--- src/rtl/traffic_light_monitor.sv ---
// traffic_light_monitor
// Receive-side checker for the one-hot traffic-light bus (RED=100, GREEN=010,
// YELLOW=001). It samples the bus every clock and tracks the current phase and
// how long it has lasted. It counts completed RED->GREEN->YELLOW cycles and
// flags encoding, ordering and dwell-time violations. All outputs are
// registered and reflect the bus value sampled at the previous rising edge.
// The phase output doubles as the FSM state for debug and checker binding.
module traffic_light_monitor #(
  parameter int CNT_W      = 4,
  parameter int MIN_RED    = 1,
  parameter int MIN_GREEN  = 1,
  parameter int MIN_YELLOW = 1,
  parameter int MAX_DWELL  = 15
) (
  input  logic             clk,
  input  logic             rst,
  input  logic [2:0]       light,
  input  logic             clr_err,
  output logic [1:0]       phase,
  output logic [CNT_W-1:0] dwell,
  output logic [7:0]       cycle_cnt,
  output logic             err_onehot,
  output logic             err_seq,
  output logic             err_dwell,
  output logic             err_sticky
);

  typedef enum logic [1:0] {
    IDLE   = 2'd0,
    RED    = 2'd1,
    GREEN  = 2'd2,
    YELLOW = 2'd3
  } phase_t;

  localparam logic [CNT_W-1:0] DWELL_SAT    = '1;
  localparam logic [CNT_W-1:0] MIN_RED_C    = CNT_W'(MIN_RED);
  localparam logic [CNT_W-1:0] MIN_GREEN_C  = CNT_W'(MIN_GREEN);
  localparam logic [CNT_W-1:0] MIN_YELLOW_C = CNT_W'(MIN_YELLOW);
  // One wider than the counter so the first step past MAX_DWELL is visible
  // even when MAX_DWELL sits at the saturation value.
  localparam logic [CNT_W:0]   MAX_P1       = (CNT_W+1)'(MAX_DWELL + 1);

  phase_t           state;
  logic [CNT_W-1:0] dwell_q;
  logic             max_hit;   // max-dwell error already reported this phase

  logic             code_valid;
  phase_t           code_phase;
  phase_t           legal_next;
  logic [CNT_W-1:0] min_cur;
  logic [CNT_W:0]   dwell_inc;
  logic             in_phase;
  logic             same_code;
  logic             onehot_d;
  logic             seq_d;
  logic             dwell_d;

  assign phase = state;
  assign dwell = dwell_q;

  // Decode the sampled bus into a phase; anything not exactly one-hot is invalid.
  always_comb begin
    code_valid = 1'b1;
    code_phase = IDLE;
    case (light)
      3'b100:  code_phase = RED;
      3'b010:  code_phase = GREEN;
      3'b001:  code_phase = YELLOW;
      default: code_valid = 1'b0;
    endcase
  end

  // Per-phase successor and minimum dwell, plus this cycle's error decisions.
  always_comb begin
    legal_next = IDLE;
    min_cur    = '0;
    case (state)
      RED:     begin legal_next = GREEN;  min_cur = MIN_RED_C;    end
      GREEN:   begin legal_next = YELLOW; min_cur = MIN_GREEN_C;  end
      YELLOW:  begin legal_next = RED;    min_cur = MIN_YELLOW_C; end
      default: begin legal_next = IDLE;   min_cur = '0;           end
    endcase
    dwell_inc = {1'b0, dwell_q} + 1'b1;
    in_phase  = code_valid && (state != IDLE);
    same_code = in_phase && (code_phase == state);
    onehot_d  = !code_valid;
    seq_d     = in_phase && (code_phase != state) && (code_phase != legal_next);
    dwell_d   = (same_code && !max_hit && (dwell_inc == MAX_P1)) ||
                (in_phase && (code_phase == legal_next) && (dwell_q < min_cur));
  end

  // Phase tracking FSM with dwell counter, cycle counter and registered error flags.
  always_ff @(posedge clk or posedge rst) begin
    if (rst) begin
      state      <= IDLE;
      dwell_q    <= '0;
      max_hit    <= 1'b0;
      cycle_cnt  <= 8'd0;
      err_onehot <= 1'b0;
      err_seq    <= 1'b0;
      err_dwell  <= 1'b0;
      err_sticky <= 1'b0;
    end else begin
      err_onehot <= onehot_d;
      err_seq    <= seq_d;
      err_dwell  <= dwell_d;
      // A new error takes priority over a simultaneous clear.
      if (onehot_d || seq_d || dwell_d) begin
        err_sticky <= 1'b1;
      end else if (clr_err) begin
        err_sticky <= 1'b0;
      end

      if (!code_valid) begin
        state   <= IDLE;
        dwell_q <= '0;
        max_hit <= 1'b0;
      end else if (same_code) begin
        if (dwell_inc > {1'b0, DWELL_SAT}) begin
          dwell_q <= DWELL_SAT;
        end else begin
          dwell_q <= dwell_inc[CNT_W-1:0];
        end
        if (dwell_inc == MAX_P1) begin
          max_hit <= 1'b1;
        end
      end else begin
        // Entry from IDLE, a legal step or a resync after an illegal step.
        state   <= code_phase;
        dwell_q <= CNT_W'(1);
        max_hit <= 1'b0;
        if ((state == YELLOW) && (code_phase == RED)) begin
          cycle_cnt <= cycle_cnt + 8'd1;
        end
      end
    end
  end

endmodule
--- config.mk ---
export PLATFORM = sky130hd
export DESIGN_NAME = traffic_light_monitor
export DESIGN_NICKNAME = d
export VERILOG_FILES = /design/src/rtl/traffic_light_monitor.sv
export SDC_FILE = /design/constraint.sdc
export NUM_CORES = 1
export LEC_CHECK = 0
export CAP_MARGIN = 5
export CORE_MARGIN = 1.5
export CORE_UTILIZATION = 45
export CTS_CLUSTER_DIAMETER = 120
export CTS_CLUSTER_SIZE = 14
export DETAILED_ROUTE_END_ITERATION = 8
export HOLD_SLACK_MARGIN = 0.06
export PLACE_DENSITY = 0.73
export RECOVER_POWER = 50
export SYNTH_ARGS = -nofsm -noshare
export SYNTH_HDL_FRONTEND = slang
export SYNTH_SLANG_ARGS = --single-unit
--- constraint.sdc ---
create_clock -name clk -period 2.75 [get_ports clk]
set_input_delay 0.55 -clock clk [delete_from_list [all_inputs] [get_ports clk]]
set_output_delay 0.55 -clock clk [all_outputs]
set_load 0.1 [all_outputs]
; After elaboration in Yosys (flattened, before gate mapping)
; Cells that the tools add are included.
[classes]
addsub = 2
n_lt_le_gt_ge = 2
n_eq_ne = 14
mux = 14
n_bitwise = 1
n_reduce_logical = 19
[ops]
columns = cell, count
row1 = two-way mux 4 bit, 3
row2 = case mux 2 bit (3 select lines), 2
row3 = logical AND 1 bit, 9
row4 = "adder 8 x 1 -> 8 bit, second input constant", 1
row5 = two-way mux 1 bit, 7
row6 = OR reduction 3 bit, 2
row7 = "adder 4 x 1 -> 5 bit, second input constant", 1
row8 = "== test 5 bit, second input constant", 1
row9 = "> comparator 5 x 4 -> 1 bit, second input constant", 1
row10 = "== test 2 x 1 -> 1 bit, second input constant", 2
row11 = == test 2 bit, 2
row12 = "== test 2 bit, second input constant", 2
row13 = < comparator 4 bit, 1
row14 = two-way mux 2 bit, 2
row15 = inequality test 2 bit, 2
row16 = nonzero test 2 bit, 2
row17 = "== test 3 x 1 -> 1 bit, second input constant", 1
row18 = "== test 3 x 2 -> 1 bit, second input constant", 1
row19 = "== test 3 bit, second input constant", 1
row20 = logical OR 1 bit, 3
row21 = "inequality test 3 x 2 -> 1 bit, second input constant", 1
row22 = AND reduction 3 bit, 1
row23 = zero test 1 bit, 2
row24 = "inequality test 2 bit, second input constant", 1
row25 = NOT 1 bit, 1
[totals]
reg_bits = 19
input_bits = 6

; Longest topological paths before layout
[depth]
ltp_word = 10
ltp_mapped = 7
depth_no_buf = 7

; Least setup slack after synthesis
; Ideal clock, no wire load.
[synth_path]
path_type = register to register
from = reg state[0] (netlist: phase[0])
to = reg err_sticky
setup_time_ns = 0.133
arrival_time_ns = 2.508
required_time_ns = 2.617
slack_ns = 0.109
path_stages_with_launch = 8
path_buffers = 0
synth_period_minus_slack_ns = 2.641
cell_sequence = dfrtp_1 inv_1 ha_1 or3_4 a2111oi_4 a211o_1 nor3_2 nand4b_1
[synth_via]
word_cells_on_any_way = 25
classes_between = 1 x order compare / 7 x eq/ne / 3 x mux / 14 x reduce/logical
[synth_rtl]
columns = element, line_no
row1 = "start, declared", 43  ; phase_t state;
row2 = "start signal, assigned", 129  ; state <= code_phase;
row3 = "== test 2 bit, or another cell as far along", 77  ; case (state)
row4 = case mux 2 bit (3 select lines) / logical AND 1 bit (equally long branches), "77, 84"
row5 = inequality test 2 bit / logical AND 1 bit (equally long branches), 87  ; seq_d = in_phase && (code_phase != state) && (code_phase != legal_next);
row6 = logical AND 1 bit (*), 87
row7 = net seq_d, 55  ; logic seq_d;
row8 = logical OR 1 bit (*) (2 in a row), 108  ; if (onehot_d || seq_d || dwell_d) begin
row9 = two-way mux 1 bit / nonzero test 2 bit (equally long branches), -
row10 = "end signal, assigned", 102  ; err_sticky <= 1'b0;
row11 = "end signal, assigned", 109  ; err_sticky <= 1'b1;
row12 = "end signal, assigned", 111  ; err_sticky <= 1'b0;
row13 = "end, declared", 25  ; output logic err_sticky
; Mark *: on every way through the listed nets, which the timed path passes. The rest lies on a longest branch.
; A chain may end at the register's enable or synchronous reset.

; Final worst setup path
[layout_path]
from = in light[0]
to = reg cycle_cnt[7]
[layout_via]
elab_chain_len = 7
word_cells_on_any_way = 13
classes_between = 5 x eq/ne / 2 x mux / 1 x bitwise / 5 x reduce/logical
[layout_lines]
columns = element, line_no
row1 = "start, declared", 17  ; input logic [2:0] light,
row2 = "parallel branches: the longest is 6 deep, another holds == test 3 x 1 -> 1 bit", -
row3 = AND reduction 3 bit (no line) (*), -
row4 = "end signal, assigned", 133  ; cycle_cnt <= cycle_cnt + 8'd1;
row5 = "end, declared", 21  ; output logic [7:0] cycle_cnt,
; Every way passes the cells marked *.

==> impl_metrics.py <==
metrics = {
    "outcome": {
        "status": "finished clean",
    },
    "timing": {
        "min_period_ns": 2.19,
        "drv_slew": 0,
        "finalCritPeriodShare_pct": 79.7,
        "tns_ns": 0,
        "worst_clock_skew_ns": 0.00335,
        "fmax_mhz": 456,
        "max_slew.worst_pin.slew_ns": 1.17,
        "hold_violations": 0,
        "grt_setup_unrepaired": "no",
        "worst_hold_slack_ns": 0.471,
        "relSlewSlack_pct": 22.5,
        "fin_ws_ns": 0.558,
        "finalSetupViolCount": 0,
    },
    "layout": {
        "fillerInstances": 202,
        "layout_commonest_cell": "dfrtp_1",
        "final_layout_size_suffix_gt1_share_pct": 15.7,
        "final_cells": 155,
        "mostFrequentLayoutCells": "19 x dfrtp_1, 11 x nor2_1, 11 x buf_4",
        "nNetsFinal": 141,
        "syn2layout_area_growth_pct": 18.1,
        "diodes": 0,
    },
    "routing": {
        "detail_route.wirelength.met1_um": 1020,
        "drtIter0Drc": 26,
        "firstDrtPassIters": 4,
        "topRoutingLayerUsed": "met4",
        "routed-wl-met2_um": 936,
        "vias": 845,
        "drc_errors": 0,
        "postRouteWirelength_um": 2060,
        "viasPerCell": 5.45,
        "detail_route.wl_per_cell_um": 13.3,
        "wl_met3_um": 88,
        "ant_nets": 0,
    },
    "logic_synthesis": {
        "synth.area.top_cells": "dfrtp_1 44%, ha_1 8.1%, xnor2_1 5.7%",
        "synth_top_area_cell": "dfrtp_1",
        "synth-edff-count": 0,
        "netlist.area_leader.share_pct": 44.1,
        "synth_cell_types": 37,
        "ys_seq_area_share_pct": 44.1,
        "synth_ff_type": "dfrtp_1",
        "synth_area_per_cell_um2": 10.4,
        "netlist_area_um2": 1080,
        "synth_seq_cells": 19,
        "yosys_warnings": 0,
        "syn_inst": 104,
        "synthArstFlopShare_pct": 100,
        "synth_nets": 117,
    },
    "floorplanning": {
        "die-height_um": 52.0,
        "core_area_um2": 2230,
        "io_pins": 24,
        "die_area_um2": 2700,
        "placementRows": 17,
        "start_util_pct": 48.3,
        "die_w_um": 52.0,
    },
    "power_and_ir_drop": {
        "p_per_area_nw_per_um2": 531,
        "ir_drop_mv": 0.354,
        "p_total_uw": 677,
        "p_leak_nw": 0.581,
    },
    "critical_path": {
        "r2r_setup_slack_ns": 0.66,
        "cp_data_arrival_time_ns": 2.42,
        "cp-end-kind": "flip-flop",
        "r2r_start": "phase[0]",
        "critPathKind": "input port to flip-flop",
        "reg2reg_to": "err_dwell",
        "worstPathRequired_ns": 2.98,
        "reg2reg_depth": 7,
        "crit_fanout": 10,
        "start_kind": "input port",
    },
    "global_routing": {
        "grt_start_max_net_pins": 20,
        "grt_overflow": 0,
        "antenna_found_initial": 0,
        "grt_pass1_vias": 769,
        "grt_usage_pct": 17.4,
        "grt_pass1_wl_um": 3530,
    },
    "clocking": {
        "clk_pin_slew_ns": 0.11,
        "hold_buffers": 0,
        "cts_buffers": 3,
        "h-tree-depth": 1,
        "worstSkewPairLatency_ns": 0.29,
        "post_cts_buffers": 0,
        "cts.sinks": 19,
        "root_buffer": "clkbuf_4",
        "cts_tree": "yes",
        "post_cts_resized": 0,
        "clockBufferDepth": 2,
    },
    "placed_design": {
        "globalplace.congestion": 0.765,
        "portBuffers": 23,
        "dp_cells": 151,
        "dp_hpwl_um": 1510,
        "dp_slack_ns": 0.299,
    },
    "worst_hold_path": {
        "worstHoldStart": "cycle_cnt[7]",
        "min-delay-path-class": "flip-flop to flip-flop",
        "whs_path_depth": 1,
        "holdPathEnd": "cycle_cnt[7]",
    },
    "job": {
        "drv_cap": 0,
    },
}
[state kept, by name, indices dropped and copies added, names as in the netlist]
name        count
dwell           4
err_onehot      1
cycle_cnt       8
max_hit         1
err_sticky      1
phase           2
err_seq         1
err_dwell       1
[layout make-up]
type / count / area (um^2) / share of cell area, %
multi-input combinational: 74 / 551 / 43.2
sequential: 19 / 475 / 37.3
inverter: 7 / 26.3 / 2.06
clock buffer: 3 / 22.5 / 1.77
timing repair buffer: 23 / 159 / 12.5
clock inverter: 1 / 5.00 / 0.393
tap: 28 / 35.0 / 2.75
[through the flow]
stage	utilization [%]	instance area (um^2)
floorplan	-	1080
finish	57.0	1270
CTS	58.2	1300
global route	57.0	1270
global placement	57.0	1270
detailed placement	57.0	1270
[layer usage]
metal | track usage (%) | vias up
met1 | 26.2 | 406
met2 | 25.7 | 22
met3 | 2.59 | 2
met4 | 5.26 | 0
li1 | - | 415
met5 | 0 | -
[how the worst max path moves through the flow]
| stage | startpoint | cells after the start | endpoint |
|---|---|---|---|
| final | light[0] | 5 | cycle_cnt[7] |
| after global placement | light[2] | 6 | err_sticky |
| after detailed placement | light[2] | 6 | err_sticky |
| after CTS | light[2] | 6 | err_sticky |
| after global routing | light[0] | 5 | cycle_cnt[7] |
| after floorplan | phase[0] | 7 | err_sticky |
[cells by family (layout without fill, tap and decap cells)]
kind of cell	after synthesis	in the layout	share of synthesized area, %
mux	1	1	1.04
compound gates	15	15	11.1
fa+ha+maj	8	8	9.16
xor+xnor	9	9	7.31
simple gates	41	41	22.4
flops	19	19	44.1
buf+inv	11	34	4.87
[critical path, cell delays in order]
cell and delay [ns]:
dlygate4sd3_1 0.69, nor3b_1 0.34, o311a_1 0.41, and4_1 0.27
xor2_1 0.15
[power by group]
part	internal, mW	switching, mW	total, mW	leakage (nW)
registers	0.294	0.0212	0.316	0.253
clock network	0.0541	0.0865	0.141	0.0177
logic	0.0516	0.169	0.221	0.310
total	0.400	0.277	0.677	0.581
[cells in the mapped netlist, types with 2 or more instances]
| master | number |
|---|---|
| a21oi_1 | 4 |
| a31oi_1 | 2 |
| and3_1 | 2 |
| buf_2 | 3 |
| dfrtp_1 | 19 |
| ha_1 | 7 |
| inv_1 | 7 |
| nand2_1 | 2 |
| nand2b_1 | 2 |
| nand3_1 | 4 |
| nand4_1 | 4 |
| nor2_1 | 11 |
| nor2b_1 | 2 |
| nor3_1 | 3 |
| nor3b_1 | 2 |
| o21ai_1 | 2 |
| xnor2_1 | 7 |
| xor2_1 | 2 |
Power figures use the tool's default switching activity.
